[src/rtl/serial_add_datapath.sv]
// Bit-serial adder datapath: decodes the external FSM state to load operands,
// add one bit per clock LSB-first, and hold the result; owns the bit counter.
module serial_add_datapath #(
  parameter int WIDTH = 8
) (
  input  logic             clk,
  input  logic             rst,
  input  logic [1:0]       STATE,
  input  logic [WIDTH-1:0] a_in,
  input  logic [WIDTH-1:0] b_in,
  input  logic             cin,
  output logic             counterflag,
  output logic [WIDTH-1:0] sum,
  output logic             cout,
  output logic             sum_valid
);

  localparam int CW = $clog2(WIDTH + 1);
  localparam logic [CW-1:0] CNT_MAX = CW'(WIDTH);

  typedef enum logic [1:0] {
    ST_IDLE = 2'b00,
    ST_LOAD = 2'b01,
    ST_ADD  = 2'b10,
    ST_DONE = 2'b11
  } state_t;

  state_t           state_dec;
  logic [WIDTH-1:0] a_q, b_q, s_q;
  logic             c_q;
  logic [CW-1:0]    cnt_q;
  logic             sv_q;
  logic             s_bit, c_next;

  assign state_dec = state_t'(STATE);

  // Full adder on the current LSBs; only consumed while ADD is unsaturated.
  assign s_bit  = a_q[0] ^ b_q[0] ^ c_q;
  assign c_next = (a_q[0] & b_q[0]) | (a_q[0] & c_q) | (b_q[0] & c_q);

  assign counterflag = (cnt_q == CNT_MAX);
  assign sum         = s_q;
  assign cout        = c_q;
  assign sum_valid   = sv_q;

  always_ff @(posedge clk) begin
    if (!rst) begin
      a_q   <= '0;
      b_q   <= '0;
      s_q   <= '0;
      c_q   <= 1'b0;
      cnt_q <= '0;
      sv_q  <= 1'b0;
    end else begin
      case (state_dec)
        ST_IDLE: begin
          cnt_q <= '0;
          sv_q  <= 1'b0;
        end
        ST_LOAD: begin
          a_q   <= a_in;
          b_q   <= b_in;
          c_q   <= cin;
          s_q   <= '0;
          cnt_q <= '0;
          sv_q  <= 1'b0;
        end
        ST_ADD: begin
          sv_q <= 1'b0;
          // Once WIDTH bits are in, further ADD cycles leave the result untouched.
          if (!counterflag) begin
            c_q   <= c_next;
            a_q   <= a_q >> 1;
            b_q   <= b_q >> 1;
            s_q   <= {s_bit, s_q[WIDTH-1:1]};
            cnt_q <= cnt_q + 1'b1;
          end
        end
        ST_DONE: begin
          sv_q <= 1'b1;
        end
        default: begin
          sv_q <= 1'b0;
        end
      endcase
    end
  end

endmodule

[config.mk]
export PLATFORM = sky130hd
export DESIGN_NAME = serial_add_datapath
export DESIGN_NICKNAME = d
export VERILOG_FILES = /design/src/rtl/serial_add_datapath.sv
export SDC_FILE = /design/constraint.sdc
export NUM_CORES = 1
export LEC_CHECK = 0
export CAP_MARGIN = 0
export CORE_MARGIN = 1
export CORE_UTILIZATION = 53
export DETAILED_ROUTE_END_ITERATION = 12
export GPL_TIMING_DRIVEN = 0
export PLACE_DENSITY = 0.85
export SLEW_MARGIN = 20
export SYNTH_ARGS = -nofsm -noshare
export SYNTH_HDL_FRONTEND = slang
export SYNTH_SLANG_ARGS = --single-unit
[constraint.sdc]
create_clock -name clk -period 2.2 [get_ports clk]
set_input_delay 0.22 -clock clk [delete_from_list [all_inputs] [get_ports clk]]
set_output_delay 0.22 -clock clk [all_outputs]
set_load 0.1 [all_outputs]
Word-level counts from Yosys, hierarchy flattened
Cells that the tools add are included.
{"block": "word_totals", "reg_bits": 30, "inputBits": 21, "out_inout_bits": 11, "word_cells": 37}
{"block": "classes", "add_sub_neg": 1, "eq_ne": 5, "n_mux": 11, "n_bitwise": 7, "n_reduce_logical": 7}
{"operator": "case mux 8 bit (2 select lines)", "count": 3}
{"operator": "two-way mux 8 bit", "count": 3}
{"operator": "case mux 4 bit (2 select lines)", "count": 1}
{"operator": "adder 4 x 1 -> 4 bit, second input constant", "count": 1}
{"operator": "== test 2 bit, second input constant", "count": 2}
{"operator": "== test 4 bit, second input constant", "count": 1}
{"operator": "two-way mux 4 bit", "count": 1}
{"operator": "case mux 1 bit (2 select lines)", "count": 2}
{"operator": "AND reduction 2 bit", "count": 2}
{"operator": "nonzero test 2 bit", "count": 2}
{"operator": "bitwise AND 1 bit", "count": 3}
{"operator": "OR reduction 3 bit", "count": 1}
{"operator": "== test 2 x 1 -> 1 bit, second input constant", "count": 1}
{"operator": "logical NOT 2 bit", "count": 1}
{"operator": "!= test 2 bit, second input constant", "count": 1}
{"operator": "bitwise OR 1 bit", "count": 2}
{"operator": "OR reduction 2 bit", "count": 1}
{"operator": "bitwise XOR 1 bit", "count": 2}
{"operator": "two-way mux 1 bit", "count": 1}

Longest topological paths before layout
Gate-level depths: netlist (run 1).
{"block": "depth", "ltp_word": 5, "mapped_depth": 7}

Worst setup path after synthesis (run 1)
No wires, ideal clock.
{"block": "synth_path", "path_kind": "flip-flop to flip-flop", "start": "register c_q, in the netlist cout", "end": "register s_q[7], in the netlist sum[7]", "setup_time_ns": 0.071, "arrival_time_ns": 2.050, "required_time_ns": 2.129, "setup_slack_ns": 0.079, "path_stages_with_launch": 5, "synth_period_minus_slack_ns": 2.121, "path_cell_list": "dfxtp_1 inv_1 fa_1 or3_1 a21oi_1"}
{"block": "synth_between", "elab_chain_cells": 3}
{"item": "from (decl)", "line": "30", "source": "logic c_q;"}
{"item": "from (signal assigned)", "line": "63", "source": "c_q <= cin;"}
{"item": "from (signal assigned)", "line": "72", "source": "c_q <= c_next;"}
{"item": "bitwise XOR 1 bit", "line": "38", "source": "assign s_bit = a_q[0] ^ b_q[0] ^ c_q;"}
{"item": "two-way mux 8 bit", "line": "71", "source": "if (!counterflag) begin"}
{"item": "case mux 8 bit (2 select lines)", "line": "55", "source": "case (state_dec)"}
{"item": "to (signal assigned)", "line": "75", "source": "s_q <= {s_bit, s_q[WIDTH-1:1]};"}
{"item": "to (decl)", "line": "29", "source": "logic [WIDTH-1:0] a_q, b_q, s_q;"}
Every way passes these cells. The select of a mux whose other input is x is not followed.
A chain may end at the register's enable or synchronous reset.

Worst setup path in the final report (run 1)
{"block": "layout_path", "start": "register cnt_q[0]", "end": "output port counterflag"}
{"block": "layout_between", "elab_chain_cells": 1}
{"item": "from (decl)", "line": "31", "source": "logic [CW-1:0] cnt_q;"}
{"item": "from (signal assigned)", "line": "76", "source": "cnt_q <= cnt_q + 1'b1;"}
{"item": "== test 4 bit", "line": "41", "source": "assign counterflag = (cnt_q == CNT_MAX);"}
{"item": "to (decl)", "line": "12", "source": "output logic counterflag,"}
Every way passes these cells.

==> impl_metrics.env, run 1 <==
export IMPL_status="finished, final reports clean"
export IMPL_setup_ws_ps=127.6
export IMPL_cp_start_kind="register"
export IMPL_drc=0
export IMPL_cts_path_max_buffers=2
export IMPL_drive_gt1_share_pct=16.93
export IMPL_whs_endpoint="b_q[7]"
export IMPL_drt_iter0_drc=18
export IMPL_die_h_um=54.78
export IMPL_critical_path_required_ps=1980
export IMPL_postSynthCellCount=152
export IMPL_antenna_found_initial=0
export IMPL_antenna_left=0
export IMPL_hold_slack_ps=438.7
export IMPL_start_util_pct=58.01
export IMPL_hold_class="input pin to register"
export IMPL_fin_setup_tns_ps=0
export IMPL_crit_fanout=10
export IMPL_critPathArrivalTime_ps=1850
export IMPL_clk_latency_ps=340
export IMPL_num_vias=1286
export IMPL_busiest_layer="met2"
export IMPL_cts_repair_resize_count=6
export IMPL_powerDensity_nw_per_um2=607.9
export IMPL_synth_area_leaders="dfxtp_1 41%, a221oi_2 10%, mux2i_1 9.5%"
export IMPL_worst_pin_slew_ps=967.5
export IMPL_reg2reg_depth=7
export IMPL_worst_setup_path_end_kind="output port"
export IMPL_fp_dieArea_um2=3001
export IMPL_synth_compound_area_share_pct=23.73
export IMPL_grt_pass1_wl_mm=5.119
export IMPL_track_usage_pct=24.78
export IMPL_grt_use_met2_pct=40.76
export IMPL_cts_tree="yes"
export IMPL_max_cap_violations=0
export IMPL_hold_viol_final=0
export IMPL_maxSlewHeadroom_pct=35.30
export IMPL_path_clk_slew_ps=90
export IMPL_leakagePower_nw=0.7376
export IMPL_rsz0062_at_grt="false"
export IMPL_timing_reg2reg_setup_slack_ps=420
export IMPL_ys_ff_latch=30
export IMPL_dp_slack_ps=-327.6
export IMPL_design_core_area_um2=2545
export IMPL_grt_max_degree=11
export IMPL_cts_root_buf="clkbuf_4"
export IMPL_fmax_mhz=482.5
export IMPL_post_drt_wl_per_cell_um=14.49
export IMPL_place_port_buffers=31
export IMPL_finalNetCount=214
export IMPL_synth_xor_area_share_pct=0.5932
export IMPL_rows=18
export IMPL_met3_usage_pct=10.00
export IMPL_syn_area_per_cell_um2=9.713
export IMPL_cts_buffers=5
export IMPL_place_hpwl_mm=2.295
export IMPL_synth_seq_area_share_pct=40.68
export IMPL_finalClockSkew_ps=2.262
export IMPL_ys_types=29
export IMPL_cts_sinks=30
export IMPL_drt_total_wl_mm=3.173
export IMPL_synth_top_area_cell="dfxtp_1"
export IMPL_post_route_period_util_pct=94.20
export IMPL_period_minus_slack_ps=2072
export IMPL_cts_hold_buffers=0
export IMPL_setup_viol_count_final=0
export IMPL_grt_overflow_total=0
export IMPL_synth_top_area_share_pct=40.68
export IMPL_r2r_start="cnt_q[0]"
export IMPL_hold_start="b_in[7]"
export IMPL_met1_usage_pct=27.92
export IMPL_area_delta_synth_final_pct=26.86
export IMPL_grt_pass1_vias=1153
export IMPL_synthSimpleGateAreaFrac_pct=15.08
export IMPL_min_path_cells=3
export IMPL_n_antenna_cell=0
export IMPL_cts_htree_levels=2
export IMPL_place_gp_congestion=0.7577
export IMPL_vdd_drop_max_mv=0.5300
export IMPL_drt_first_pass_iters=4
export IMPL_post_cts_repair_setup_buffers=0
export IMPL_die_w_um=54.78
export IMPL_syn_area_um2=1476
export IMPL_timing_rr_end="b_q[4]"
export IMPL_yosysWarnings=0
export IMPL_drv_slew=0
export IMPL_synth_top_family_by_area="compound AO/OA/AOI/OAI gates"
export IMPL_critPathKind="register to output port"
export IMPL_synthAdderAreaFrac_pct=3.051
export IMPL_synth_fp_nets=176
export IMPL_final_core_util_pct=73.60
export IMPL_synth_area_mux_share_pct=9.492
export IMPL_viasPerCell=5.872
export IMPL_num_io_pins=32
-- metrics by stage --
stage	power [mW]	area, um2	instances
after floorplan	0.7480	1476	152
after global placement	0.8134	1824	213
after detailed placement	0.8217	1824	213
after CTS	1.144	1873	219
after global routing	1.184	1873	219
final	1.139	1873	219
-- registers in the layout (all words and copies together), names as in the netlist --
register	flops
a_q	8
cnt_q	4
sum	8
b_q	8
cout	1
sum_valid	1
-- how the worst max path moves through the flow --
stage                         from           to  cells past startpoint
after floorplan               cout       sum[7]                      4
after global placement    cnt_q[0]  counterflag                      6
after detailed placement  cnt_q[0]  counterflag                      6
after CTS                     cout         cout                      1
after global routing      cnt_q[0]  counterflag                      6
final                     cnt_q[0]  counterflag                      6
-- power by group --
group,switching [mW],total (mW),internal [mW]
clock network,0.186,0.330,0.144
registers,0.0163,0.588,0.572
logic,0.122,0.221,0.0988
total,0.325,1.14,0.814
-- cell type report --
| type | count | area (um2) |
|---|---|---|
| Fill cell | 198 | 671.9 |
| Multi-Input combinational cell | 102 | 767.0 |
| Timing Repair Buffer | 31 | 307.8 |
| Inverter | 7 | 26.28 |
| Buffer | 13 | 82.58 |
| Clock buffer | 6 | 51.30 |
| Sequential cell | 30 | 600.6 |
| Tap cell | 30 | 37.54 |
-- cells in the final DEF (no fill, tap or decap), types with 2 or more instances in the layout --
cell type	instances
ha_1	2
clkdlybuf4s50_1	30
buf_4	4
nor2_1	16
o21ai_0	3
dfxtp_1	30
nor2b_1	2
a21oi_1	13
clkbuf_1	2
inv_1	6
mux2i_1	14
a221oi_2	10
nand2_1	6
a221oi_1	5
nand2b_1	3
buf_6	2
o211ai_1	9
nand3_1	8
buf_2	6
clkbuf_4	5
or3_1	2
-- synthesized netlist by cell type --
cell type  instances
dfxtp_1           30
nor2_1            16
mux2i_1           14
a21oi_1           13
a221oi_2          10
o211ai_1           9
nand3_1            8
buf_2              6
inv_1              6
nand2_1            6
a221oi_1           5
buf_4              3
nand2b_1           3
o21ai_0            3
buf_6              2
clkbuf_1           2
ha_1               2
nor2b_1            2
or3_1              2
and3_1             1
fa_1               1
inv_2              1
nand2_2            1
nand3b_1           1
nand3b_4           1
nand4b_1           1
o21ai_2            1
or4_1              1
xor2_1             1
-- layer usage --
| metal | routed length (um) | vias up |
|---|---|---|
| met5 | 0 | - |
| met4 | 62 | 0 |
| met3 | 195 | 7 |
| met2 | 1551 | 39 |
| met1 | 1364 | 609 |
| li1 | - | 631 |
-- cells by family (layout without fill, tap and decap cells) --
kind of cell	count (synthesis)	in the layout
flip-flops	30	30
XOR/XNOR	1	1
buffers and inverters	20	57
multiplexers	14	14
AND/OR/NAND/NOR	43	43
AO/OA/AOI/OAI	41	41
adder cells (fa/ha/maj)	3	3
-- critical path, cell delays in order (launching register included) --
cell and delay, ps:
dfxtp_1 360, inv_1 80, ha_1 200, nand3b_4 170
inv_2 160, buf_2 230, buf_4 320
(Power assumes the default switching activity.)
==> run 2, diff against run 1 <==
Settings changed: CAP_MARGIN 0 to 5, CORE_MARGIN 1 to unset.
==> results of run 2 <==
Final layout, timing and power as in run 1 (identical DEF).
==> run 3, diff against run 2 <==
Settings changed: CORE_MARGIN set to 2.
==> run 3 against run 2 <==
  * Utilization decreased by 4.1 points
  * Flip-flop and latch count unchanged
  * Hold slack improved by 10 ps
  * Largest cell class unchanged
==> impl_metrics.env, run 3 (synthesis results as in run 1) <==
export IMPL_start_util_pct=54.48
export IMPL_fp_dieArea_um2=3224
export IMPL_vdd_drop_max_mv=0.4957
export IMPL_layout_common_cells="30 x dfxtp_1, 30 x clkdlybuf4s50_1, 16 x nor2_1"
export IMPL_design_core_area_um2=2710
export IMPL_cts_path_max_buffers=2
export IMPL_grt_max_degree=11
export IMPL_grt_overflow_total=0
export IMPL_max_cap_violations=0
export IMPL_rows=19
export IMPL_slowest_delay_ps=1150
export IMPL_met3_usage_pct=8.525
export IMPL_num_io_pins=32
export IMPL_busiest_layer="met2"
export IMPL_setup_viol_count_final=0
export IMPL_drc=0
export IMPL_crit_family="buffers and inverters"
export IMPL_grt_pass1_vias=1254
export IMPL_fin_setup_tns_ps=0
export IMPL_crit_slowest_cell="clkdlybuf4s50_1"
export IMPL_cts_hold_buffers=0
export IMPL_cts_root_buf="clkbuf_4"
export IMPL_place_hpwl_mm=2.376
export IMPL_die_w_um=56.78
export IMPL_n_antenna_cell=0
export IMPL_path_clk_slew_ps=100
export IMPL_place_gp_congestion=0.7680
export IMPL_area_delta_synth_final_pct=27.54
export IMPL_antenna_left=0
export IMPL_viasPerCell=5.851
export IMPL_grt_use_met2_pct=39.53
export IMPL_cp_start_kind="register"
export IMPL_rsz0062_at_grt="false"
export IMPL_die_h_um=56.78
export IMPL_maxSlewHeadroom_pct=35.60
export IMPL_cts_sinks=30
export IMPL_hold_viol_final=0
export IMPL_fmax_mhz=477.5
export IMPL_worst_setup_path_end_kind="output port"
export IMPL_met1_usage_pct=24.64
export IMPL_cts_buffers=5
export IMPL_cts_tree="yes"
export IMPL_status="finished, final reports clean"
export IMPL_crit_buf_inv=1
export IMPL_cts_htree_levels=2
export IMPL_period_minus_slack_ps=2094
export IMPL_grt_pass1_wl_mm=5.547
export IMPL_worst_pin_slew_ps=963.0
export IMPL_place_port_buffers=31
export IMPL_clk_latency_ps=330
export IMPL_antenna_found_initial=0
export IMPL_path_cells="clkdlybuf4s50_1"
export IMPL_critPathKind="register to output port"
export IMPL_drive_gt1_share_pct=17.28
export IMPL_post_route_period_util_pct=95.19
export IMPL_critPathArrivalTime_ps=1870
export IMPL_crit_fanout=3
export IMPL_drt_first_pass_iters=4
export IMPL_drt_iter0_drc=46
export IMPL_hold_class="input pin to register"
export IMPL_finalClockSkew_ps=14.26
export IMPL_critical_path_required_ps=1980
export IMPL_powerDensity_nw_per_um2=614.1
export IMPL_track_usage_pct=22.19
export IMPL_drv_slew=0
export IMPL_dp_cells=214
export IMPL_drt_total_wl_mm=3.285
export IMPL_fin_cells=222
export IMPL_finalNetCount=214
export IMPL_num_vias=1299
export IMPL_post_drt_wl_per_cell_um=14.80
export IMPL_leakagePower_nw=0.7421
[run 3: layer usage]
metal	vias up	wire (um)
li1	633	-
met1	611	1381
met2	53	1674
met3	2	223
met4	0	6
met5	-	0
[run 3: final timing paths]
check,from,to,slack [ps],depth (start not counted)
max reg2reg,cnt_q[0],b_q[2],480,7
min reg2reg,b_q[7],b_q[7],480,2
max,sum[7],sum[7],110,1
min,b_in[7],b_q[7],450,3
[run 3: what timing repair did]
| action | CTS | global route |
|---|---|---|
| resized for setup | 5 | 1 |
| setup buffers | 0 | 0 |
| setup endpoints to repair | 1 | 1 |
[run 3: stage by stage]
stage / hold WS (ps) / setup WS (ps) / utilization (%) / area (um2) / power, mW
global placement: 446.9 / -270.9 / 67.36 / 1826 / 0.8140
detailed placement: 462.9 / -312.4 / 67.36 / 1826 / 0.8232
global route: 431.6 / 18.88 / 69.48 / 1883 / 1.211
finish: 449.2 / 105.8 / 69.48 / 1883 / 1.156
floorplan: 356.0 / 78.75 / - / 1476 / 0.7480
CTS: 432.7 / 36.72 / 69.39 / 1881 / 1.160
[run 3: final cells by class]
class / instances / area (um2)
fill: 233 / 827.0
multi-input combinational: 102 / 767.0
sequential: 30 / 600.6
timing repair buffer: 31 / 307.8
buffer: 13 / 82.58
clock buffer: 7 / 55.05
tap: 31 / 38.79
inverter: 7 / 26.28
clock inverter: 1 / 5.005
[run 3: power by group]
| group | switching [mW] | total (mW) | leakage (nW) | internal [mW] |
|---|---|---|---|---|
| Combinational | 0.123 | 0.222 | 0.461 | 0.0990 |
| Clock | 0.192 | 0.346 | 0.0353 | 0.155 |
| Sequential | 0.0159 | 0.588 | 0.246 | 0.572 |
